$ cat config.mk
export PLATFORM = sky130hd
export DESIGN_NAME = fighter_action_fsm
export DESIGN_NICKNAME = d
export VERILOG_FILES = /design/src/rtl/fighter_action_fsm.sv
export SDC_FILE = /design/constraint.sdc
export NUM_CORES = 1
export LEC_CHECK = 0
export CORE_MARGIN = 1
export CORE_UTILIZATION = 51
export CTS_BUF_LIST = sky130_fd_sc_hd__clkbuf_8
export DETAILED_ROUTE_END_ITERATION = 8
export PLACE_DENSITY = 0.93
export SYNTH_ARGS = -nofsm -noshare
export SYNTH_HDL_FRONTEND = slang
export SYNTH_SLANG_ARGS = --single-unit
$ cat constraint.sdc
create_clock -name clk -period 7.3 [get_ports clk]
set_clock_uncertainty 0.15 [all_clocks]
set_input_delay 2.19 -clock clk [delete_from_list [all_inputs] [get_ports clk]]
set_output_delay 2.19 -clock clk [all_outputs]
set_load 0.01 [all_outputs]
$ cat src/rtl/fighter_action_fsm.sv
// Per-fighter action sequencer: movement, timed attacks, hit/block resolution
// and the clamped sprite x position for one player.
module fighter_action_fsm #(
    parameter bit          IS_MIRRORED  = 1'b0,
    parameter logic [9:0]  START_X      = 10'd100,
    parameter logic [9:0]  X_MIN        = 10'd0,
    parameter logic [9:0]  X_MAX        = 10'd576,
    parameter int unsigned MOVE_STEP    = 2,
    parameter int unsigned ATK_STARTUP  = 4,
    parameter int unsigned ATK_ACTIVE   = 2,
    parameter int unsigned ATK_RECOVERY = 8,
    parameter int unsigned DIR_STARTUP  = 6,
    parameter int unsigned DIR_ACTIVE   = 3,
    parameter int unsigned DIR_RECOVERY = 12,
    parameter int unsigned HITSTUN      = 16,
    parameter int unsigned BLOCKSTUN    = 10
) (
    input  logic       clk,
    input  logic       rst,
    input  logic       frame_tick,
    input  logic       btn_left,
    input  logic       btn_right,
    input  logic       btn_attack,
    input  logic [9:0] opp_hitbox_x1,
    input  logic [9:0] opp_hitbox_x2,
    input  logic [9:0] opp_hitbox_y1,
    input  logic [9:0] opp_hitbox_y2,
    input  logic       opp_hitbox_active,
    input  logic [9:0] hurtbox_x1,
    input  logic [9:0] hurtbox_x2,
    input  logic [9:0] hurtbox_y1,
    input  logic [9:0] hurtbox_y2,
    output logic [3:0] state,
    output logic [9:0] sprite_x,
    output logic       hit_taken,
    output logic       blocked
);

    localparam int unsigned XW = 10;
    localparam int unsigned CW = 5;

    typedef enum logic [3:0] {
        ST_IDLE       = 4'd0,
        ST_MOVE_FWD   = 4'd1,
        ST_MOVE_BACK  = 4'd2,
        ST_ATK_START  = 4'd3,
        ST_ATK_ACTIVE = 4'd4,
        ST_ATK_RECOV  = 4'd5,
        ST_DIR_START  = 4'd6,
        ST_DIR_ACTIVE = 4'd7,
        ST_DIR_RECOV  = 4'd8,
        ST_HITSTUN    = 4'd9,
        ST_BLOCKSTUN  = 4'd10
    } state_t;

    state_t          state_q, state_d;
    logic [CW-1:0]   cnt_q, cnt_d;
    logic [XW-1:0]   x_q, x_d;
    logic            hit_q, hit_d;
    logic            blk_q, blk_d;
    logic            atk_prev_q;

    logic            fwd_raw, back_raw, fwd, back, atk_edge, overlap;
    logic            is_free, is_timed, move_pos;
    logic [XW:0]     x_up;

    // Facing-relative direction decode; opposing buttons cancel out
    assign fwd_raw  = IS_MIRRORED ? btn_left  : btn_right;
    assign back_raw = IS_MIRRORED ? btn_right : btn_left;
    assign fwd      = fwd_raw  & ~back_raw;
    assign back     = back_raw & ~fwd_raw;
    assign atk_edge = btn_attack & ~atk_prev_q;

    assign overlap = opp_hitbox_active
                   && (opp_hitbox_x1 < hurtbox_x2) && (opp_hitbox_x2 > hurtbox_x1)
                   && (opp_hitbox_y1 < hurtbox_y2) && (opp_hitbox_y2 > hurtbox_y1);

    assign is_free  = (state_q == ST_IDLE) || (state_q == ST_MOVE_FWD) || (state_q == ST_MOVE_BACK);
    assign is_timed = (state_q >= ST_ATK_START) && (state_q <= ST_BLOCKSTUN);

    always_ff @(posedge clk) begin
        if (rst) begin
            state_q    <= ST_IDLE;
            cnt_q      <= '0;
            x_q        <= START_X;
            hit_q      <= 1'b0;
            blk_q      <= 1'b0;
            atk_prev_q <= 1'b0;
        end else begin
            state_q <= state_d;
            cnt_q   <= cnt_d;
            x_q     <= x_d;
            hit_q   <= hit_d;
            blk_q   <= blk_d;
            if (frame_tick) begin
                atk_prev_q <= btn_attack;
            end
        end
    end

    always_comb begin
        state_d  = state_q;
        cnt_d    = cnt_q;
        x_d      = x_q;
        hit_d    = 1'b0;
        blk_d    = 1'b0;
        move_pos = 1'b0;
        x_up     = (XW+1)'(x_q) + (XW+1)'(MOVE_STEP);
        if (frame_tick) begin
            if (overlap && (is_free || (state_q <= ST_DIR_RECOV))) begin
                if (((state_q == ST_IDLE) || (state_q == ST_MOVE_BACK)) && back) begin
                    state_d = ST_BLOCKSTUN;
                    cnt_d   = CW'(BLOCKSTUN - 1);
                    blk_d   = 1'b1;
                end else begin
                    state_d = ST_HITSTUN;
                    cnt_d   = CW'(HITSTUN - 1);
                    hit_d   = 1'b1;
                end
            end else if (is_free) begin
                if (atk_edge && fwd) begin
                    state_d = ST_DIR_START;
                    cnt_d   = CW'(DIR_STARTUP - 1);
                end else if (atk_edge) begin
                    state_d = ST_ATK_START;
                    cnt_d   = CW'(ATK_STARTUP - 1);
                end else if (fwd) begin
                    state_d = ST_MOVE_FWD;
                end else if (back) begin
                    state_d = ST_MOVE_BACK;
                end else begin
                    state_d = ST_IDLE;
                end
            end else if (is_timed) begin
                if (cnt_q != '0) begin
                    cnt_d = cnt_q - 1'b1;
                end else begin
                    case (state_q)
                        ST_ATK_START:  begin state_d = ST_ATK_ACTIVE; cnt_d = CW'(ATK_ACTIVE - 1);   end
                        ST_ATK_ACTIVE: begin state_d = ST_ATK_RECOV;  cnt_d = CW'(ATK_RECOVERY - 1); end
                        ST_DIR_START:  begin state_d = ST_DIR_ACTIVE; cnt_d = CW'(DIR_ACTIVE - 1);   end
                        ST_DIR_ACTIVE: begin state_d = ST_DIR_RECOV;  cnt_d = CW'(DIR_RECOVERY - 1); end
                        default:       state_d = ST_IDLE;
                    endcase
                end
            end else begin
                state_d = ST_IDLE;
                cnt_d   = '0;
            end

            // Step in the facing direction, saturating at the clamp bounds
            if ((state_d == ST_MOVE_FWD) || (state_d == ST_MOVE_BACK)) begin
                move_pos = (state_d == ST_MOVE_FWD) ^ IS_MIRRORED;
                if (move_pos) begin
                    x_d = (x_up > (XW+1)'(X_MAX)) ? X_MAX : x_up[XW-1:0];
                end else if ((XW+1)'(x_q) < ((XW+1)'(X_MIN) + (XW+1)'(MOVE_STEP))) begin
                    x_d = X_MIN;
                end else begin
                    x_d = XW'((XW+1)'(x_q) - (XW+1)'(MOVE_STEP));
                end
            end
        end
    end

    assign state     = state_q;
    assign sprite_x  = x_q;
    assign hit_taken = hit_q;
    assign blocked   = blk_q;

endmodule

* Word level (Yosys, flattened, before mapping)
Index checks and enable logic that the tools add are counted.
** Operators by class
- Add/subtract/negate cells :: 3
- Multipliers :: 0
- Divide/modulo/power cells :: 0
- Magnitude comparators :: 9
- Equality and inequality tests :: 10
- Shifts and indexed selects :: 0
- Multiplexer cells :: 24
- Bitwise logic cells :: 8
- Reductions and logical operators :: 18
** Operators by type and width (number)
- $mux W10 :: 3
- $mux W5 :: 6
- $gt A10 B10 Y1 :: 2
- $lt A10 B10 Y1 :: 2
- $mux W4 :: 5
- $pmux W5 S4 :: 1
- $pmux W4 S4 :: 1
- $eq A4 B2 Y1 const B :: 3
- $eq A4 B3 Y1 const B :: 3
- $add A10 B2 Y11 const B :: 1
- $gt A11 B10 Y1 const B :: 1
- $lt A10 B2 Y1 const B :: 1
- $sub A10 B2 Y10 const B :: 1
- $eq A4 B1 Y1 const B :: 2
- $le A4 B4 Y1 const B :: 2
- $logic_and A1 B1 Y1 :: 8
- $mux W2 :: 4
- $ne A8 B2 Y1 const B :: 1
- $mux W3 :: 2
- $logic_or A1 B1 Y1 :: 5
- $not A1 Y1 :: 5
- $reduce_bool A5 Y1 :: 1
- $sub A5 B1 Y5 const B :: 1
- $ge A4 B2 Y1 const B :: 1
- other kinds (7) :: 10
** Storage, ports and cells
- Bits in registers :: 22
- Latch bits :: 0
- Bits in writable memories :: 0
- Memory bits (read-only) :: 0
- Input port bits :: 87
- Output and inout bits :: 16
- Word-level logic and storage cells :: 78
- Memories :: 0

* Depth between registers and ports, before layout
- Word-level depth :: 12
- Mapped depth :: 12
- Gate-level depth less buffers :: 10

* Least setup slack after synthesis
Ideal clock, no wire load.
- Path type :: input-to-reg
- Start :: input btn_attack
- End :: register x_q[5], in the netlist sprite_x[5]
- Library setup time :: 0.122 ns
- Data arrival time :: 4.414 ns
- Data required time :: 7.028 ns
- Slack :: 2.614 ns
- Cell stages on the path :: 10
- Path buffers :: 1
- Cell sequence :: nor2b_1 ha_1 or3b_1 o311a_1 a21o_1 xor2_1 a2111oi_4 buf_6 o41ai_1 a221o_1
** Between the ends
- Word-level cells in the longest chain between the ends :: 9
- Elaborated cells on any way between the ends :: 12
- Classes of those cells :: eq/ne (2); mux (6); bitwise (1); reduce/logical (3)
** RTL lines
- start: declaration :: line 23 : input logic btn_attack,
- $and A1 B1 Y1 * :: line 72 : assign atk_edge = btn_attack & ~atk_prev_q;
- $mux W2 or $logic_and A1 B1 Y1 (tied branches) :: line 124, 121
- $mux W3 * :: line 121 : if (atk_edge && fwd) begin
- $mux W4 * :: line 120 : end else if (is_free) begin
- $mux W4 * :: line 110 : if (overlap && (is_free || (state_q <= ST_DIR_RECOV))) begin
- $mux W4 * :: line 109 : if (frame_tick) begin
- $eq A4 B1 Y1 or $eq A4 B2 Y1 (tied branches) :: line 152, 153
- $logic_or A1 B1 Y1 :: line 152 : if ((state_d == ST_MOVE_FWD) || (state_d == ST_MOVE_BACK)) begin
- $reduce_and A2 Y1 (no line)
- end signal: assignment :: line 85 : x_q <= START_X;
- end signal: assignment :: line 92 : x_q <= x_d;
- end: declaration :: line 58 : logic [XW-1:0] x_q, x_d;
Every way passes the cells marked *; elsewhere a longest branch is shown, timed or not. The select of a mux whose other input is x is not followed.
A chain may end at the register's enable or synchronous reset.

* Final worst setup path
- Start :: input btn_attack
- End :: register x_q[3], in the netlist sprite_x[3]
Same word-level chain as after synthesis.

==> qor.yml <==
hold_end: "atk_prev_q$_SDFFE_PP0P_"
worst_slew_pin_slew_ns: 0.918
place_area_um2: 3890
clockBufferDepth: 2
ant_nets: 0
die_h_um: 77.4
drc: 0
rows: 27
n_fill_cell: 406
timing.hold.ws_ns: 0.371
critical_path_class: "in -> reg"
hold_buffers: 0
nNetsFinal: 604
cts_sinks: 21
die_area_um2: 5980
crit_fanout: 15
die_w_um: 77.4
grt_max_degree: 24
final_area_um2: 3940
htree_num_levels: 1
synth-edff-count: 0
placed_cells: 542
core_area_um2: 5510
netlist_instances: 388
hold_viol: 0
async_flop_share: 0
synth_warnings: 0
hold_class: "reg -> reg"
synth_top_flop_cell: "dfxtp_1"
cts_tree: "yes"
cts_resized: 0
first_pass_iters: 4
drtIter0Drc: 310
setup_viol: 0
p_leak_nw: 1.70
num_antenna_cells: 0
finalCritPeriodShare: 0.748
r2r_slack_ns: 3.80
max_clock_freq_ghz: 0.183
cap_violations: 0
r2r_start: "cnt_q[0]$_SDFFE_PP0P_"
start_kind: "input pin"
grt_remaining_overflow: 0
ir_drop_mv: 0.103
numCtsBuffers: 3
timing.rr.end: "sprite_x[3]$_SDFFE_PP0P_"
final_layout_size_suffix_gt1_frac: 0.0464
fin_crit_ns: 5.46
hpwlAfterDp_um: 6770
fin_tns_setup_ns: 0
routed_wl_um: 8540
root_buffer: "clkbuf_8"
relSlewSlack: 0.386
grt_usage: 0.284
cts_setup_buffers: 0
ys_seq_elements: 21
grt_pass1_vias: 3160
finalNonFillerCells: 546
syn-num-nets: 517
via_per_inst: 5.97
required_ns: 7.31
synth_cell_type_count: 72
area_delta_synth_final_pct: 35.9
holdPathStages: 2
ys_seq_area_frac: 0.145
grt_pass1_wl_um: 14100
antenna_found_initial: 0
rsz0062_at_grt: "no"
start_util: 0.526
layout_commonest_cell: "clkdlybuf4s50_1"
syn_area_um2: 2900
hold_path_startpoint: "atk_prev_q$_SDFFE_PP0P_"
path_clk_slew_ns: 0.08
final_cell_mix: "clkdlybuf4s50_1, inv_1, ha_1"
syn_area_per_cell_um2: 7.47
maxSlewViolCount: 0
end_kind: "flop"
numPortBuffers: 101
outcome: "finished clean"
io_pins: 103
gp_congestion: 0.936
critPathLaunch: "btn_attack"
avgRoutedWirePerCell_um: 15.6
rr_worst_depth: 10
clkLatencyLatePin_ns: 0.26
p_per_area_nw_per_um2: 121
worstPathArrival_ns: 5.48
vias: 3259
[flip-flops by register name (all words and copies together) (netlist names)]
name / flops
atk_prev_q: 1
blocked: 1
cnt_q: 5
hit_taken: 1
sprite_x: 9
state: 4
[cells in the mapped netlist, types with 2 or more instances]
cell	n	area (um^2)
a211oi_1	5	37.5
a21boi_0	2	15.0
a21o_1	9	67.6
a21oi_1	22	110
a22oi_1	3	22.5
a311oi_1	3	26.3
a31oi_1	10	62.6
and2_1	2	12.5
and3_1	3	18.8
and3_2	3	22.5
and4_1	2	17.5
buf_2	5	25.0
buf_4	3	22.5
buf_6	3	33.8
clkbuf_1	9	33.8
dfxtp_1	21	420
ha_1	42	526
inv_1	51	191
mux2i_1	4	40.0
nand2_1	25	93.8
nand2b_1	5	31.3
nand3_1	14	70.1
nand4_1	6	37.5
nor2_1	29	109
nor2b_1	5	31.3
nor3_1	16	80.1
nor3b_1	6	45.0
nor4_1	3	18.8
o2111ai_1	5	43.8
o211ai_1	2	15.0
o21a_1	3	22.5
o21ai_0	12	60.1
o31a_1	3	26.3
o31ai_1	2	15.0
o32ai_1	2	17.5
o41ai_1	3	26.3
or3_1	2	12.5
or3_4	3	33.8
xnor2_1	4	35.0
xor2_1	4	35.0
[cell type report]
type | instances | area, um^2 | area share
Clock buffer | 3 | 41.3 | 0.0105
Clock inverter | 1 | 5.00 | 0.00127
Inverter | 51 | 191 | 0.0486
Multi-Input combinational cell | 296 | 2170 | 0.551
Sequential cell | 21 | 420 | 0.107
Tap cell | 72 | 90.1 | 0.0229
Timing Repair Buffer | 102 | 1020 | 0.259
[worst max-delay path by stage]
stage	end	cells after the start
2_1_floorplan	sprite_x[5]$_SDFFE_PP1P_	10
3_3_place_gp	sprite_x[5]$_SDFFE_PP1P_	11
3_5_place_dp	sprite_x[5]$_SDFFE_PP1P_	11
4_1_cts	sprite_x[5]$_SDFFE_PP1P_	11
5_1_grt	sprite_x[5]$_SDFFE_PP1P_	11
6_report	sprite_x[3]$_SDFFE_PP0P_	11
[metrics by stage]
| stage | power (mW) | utilization | worst slack [ns] |
|---|---|---|---|
| after global placement | 0.382 | 0.706 | 1.73 |
| after floorplan | 0.301 | - | 2.61 |
| after global routing | 0.510 | 0.715 | 1.58 |
| final | 0.475 | 0.715 | 1.84 |
| after CTS | 0.473 | 0.715 | 1.87 |
| after detailed placement | 0.393 | 0.706 | 1.59 |
[critical path: stages]
cell             delay [ns]
clkdlybuf4s50_1        0.47
nor2b_1                0.26
ha_1                   0.20
or3b_1                 0.35
o311a_1                0.13
a21o_1                 0.22
xor2_1                 0.20
a2111oi_4              0.81
and2_1                 0.29
a221oi_1               0.11
a211oi_1               0.26
[layer usage]
layer / global-route usage / share of wire
met4: 0.104 / 0.034
met2: 0.535 / 0.51
met5: 0 / 0
met3: 0.0329 / 0.067
met1: 0.326 / 0.39
[power breakdown]
part	total, mW	leakage (nW)	switching, mW	internal (mW)
Sequential	0.146	0.171	0.0226	0.123
Combinational	0.250	1.50	0.122	0.128
Clock	0.0795	0.0255	0.0414	0.0381
[cell families (layout without fill, tap and decap cells)]
| family | count (synthesis) | after routing | synth area share |
|---|---|---|---|
| xor gates and xnor gates | 8 | 8 | 0.0242 |
| adders and majority gates | 42 | 42 | 0.181 |
| and+or+nand+nor | 136 | 136 | 0.260 |
| other | 1 | 1 | 0.00129 |
| muxes | 4 | 4 | 0.0138 |
| buffers and inverters | 71 | 157 | 0.106 |
| DFF | 21 | 21 | 0.145 |
| AOI/OAI and AO/OA | 105 | 105 | 0.268 |
No activity file was read; power rests on OpenSTA's default activity.
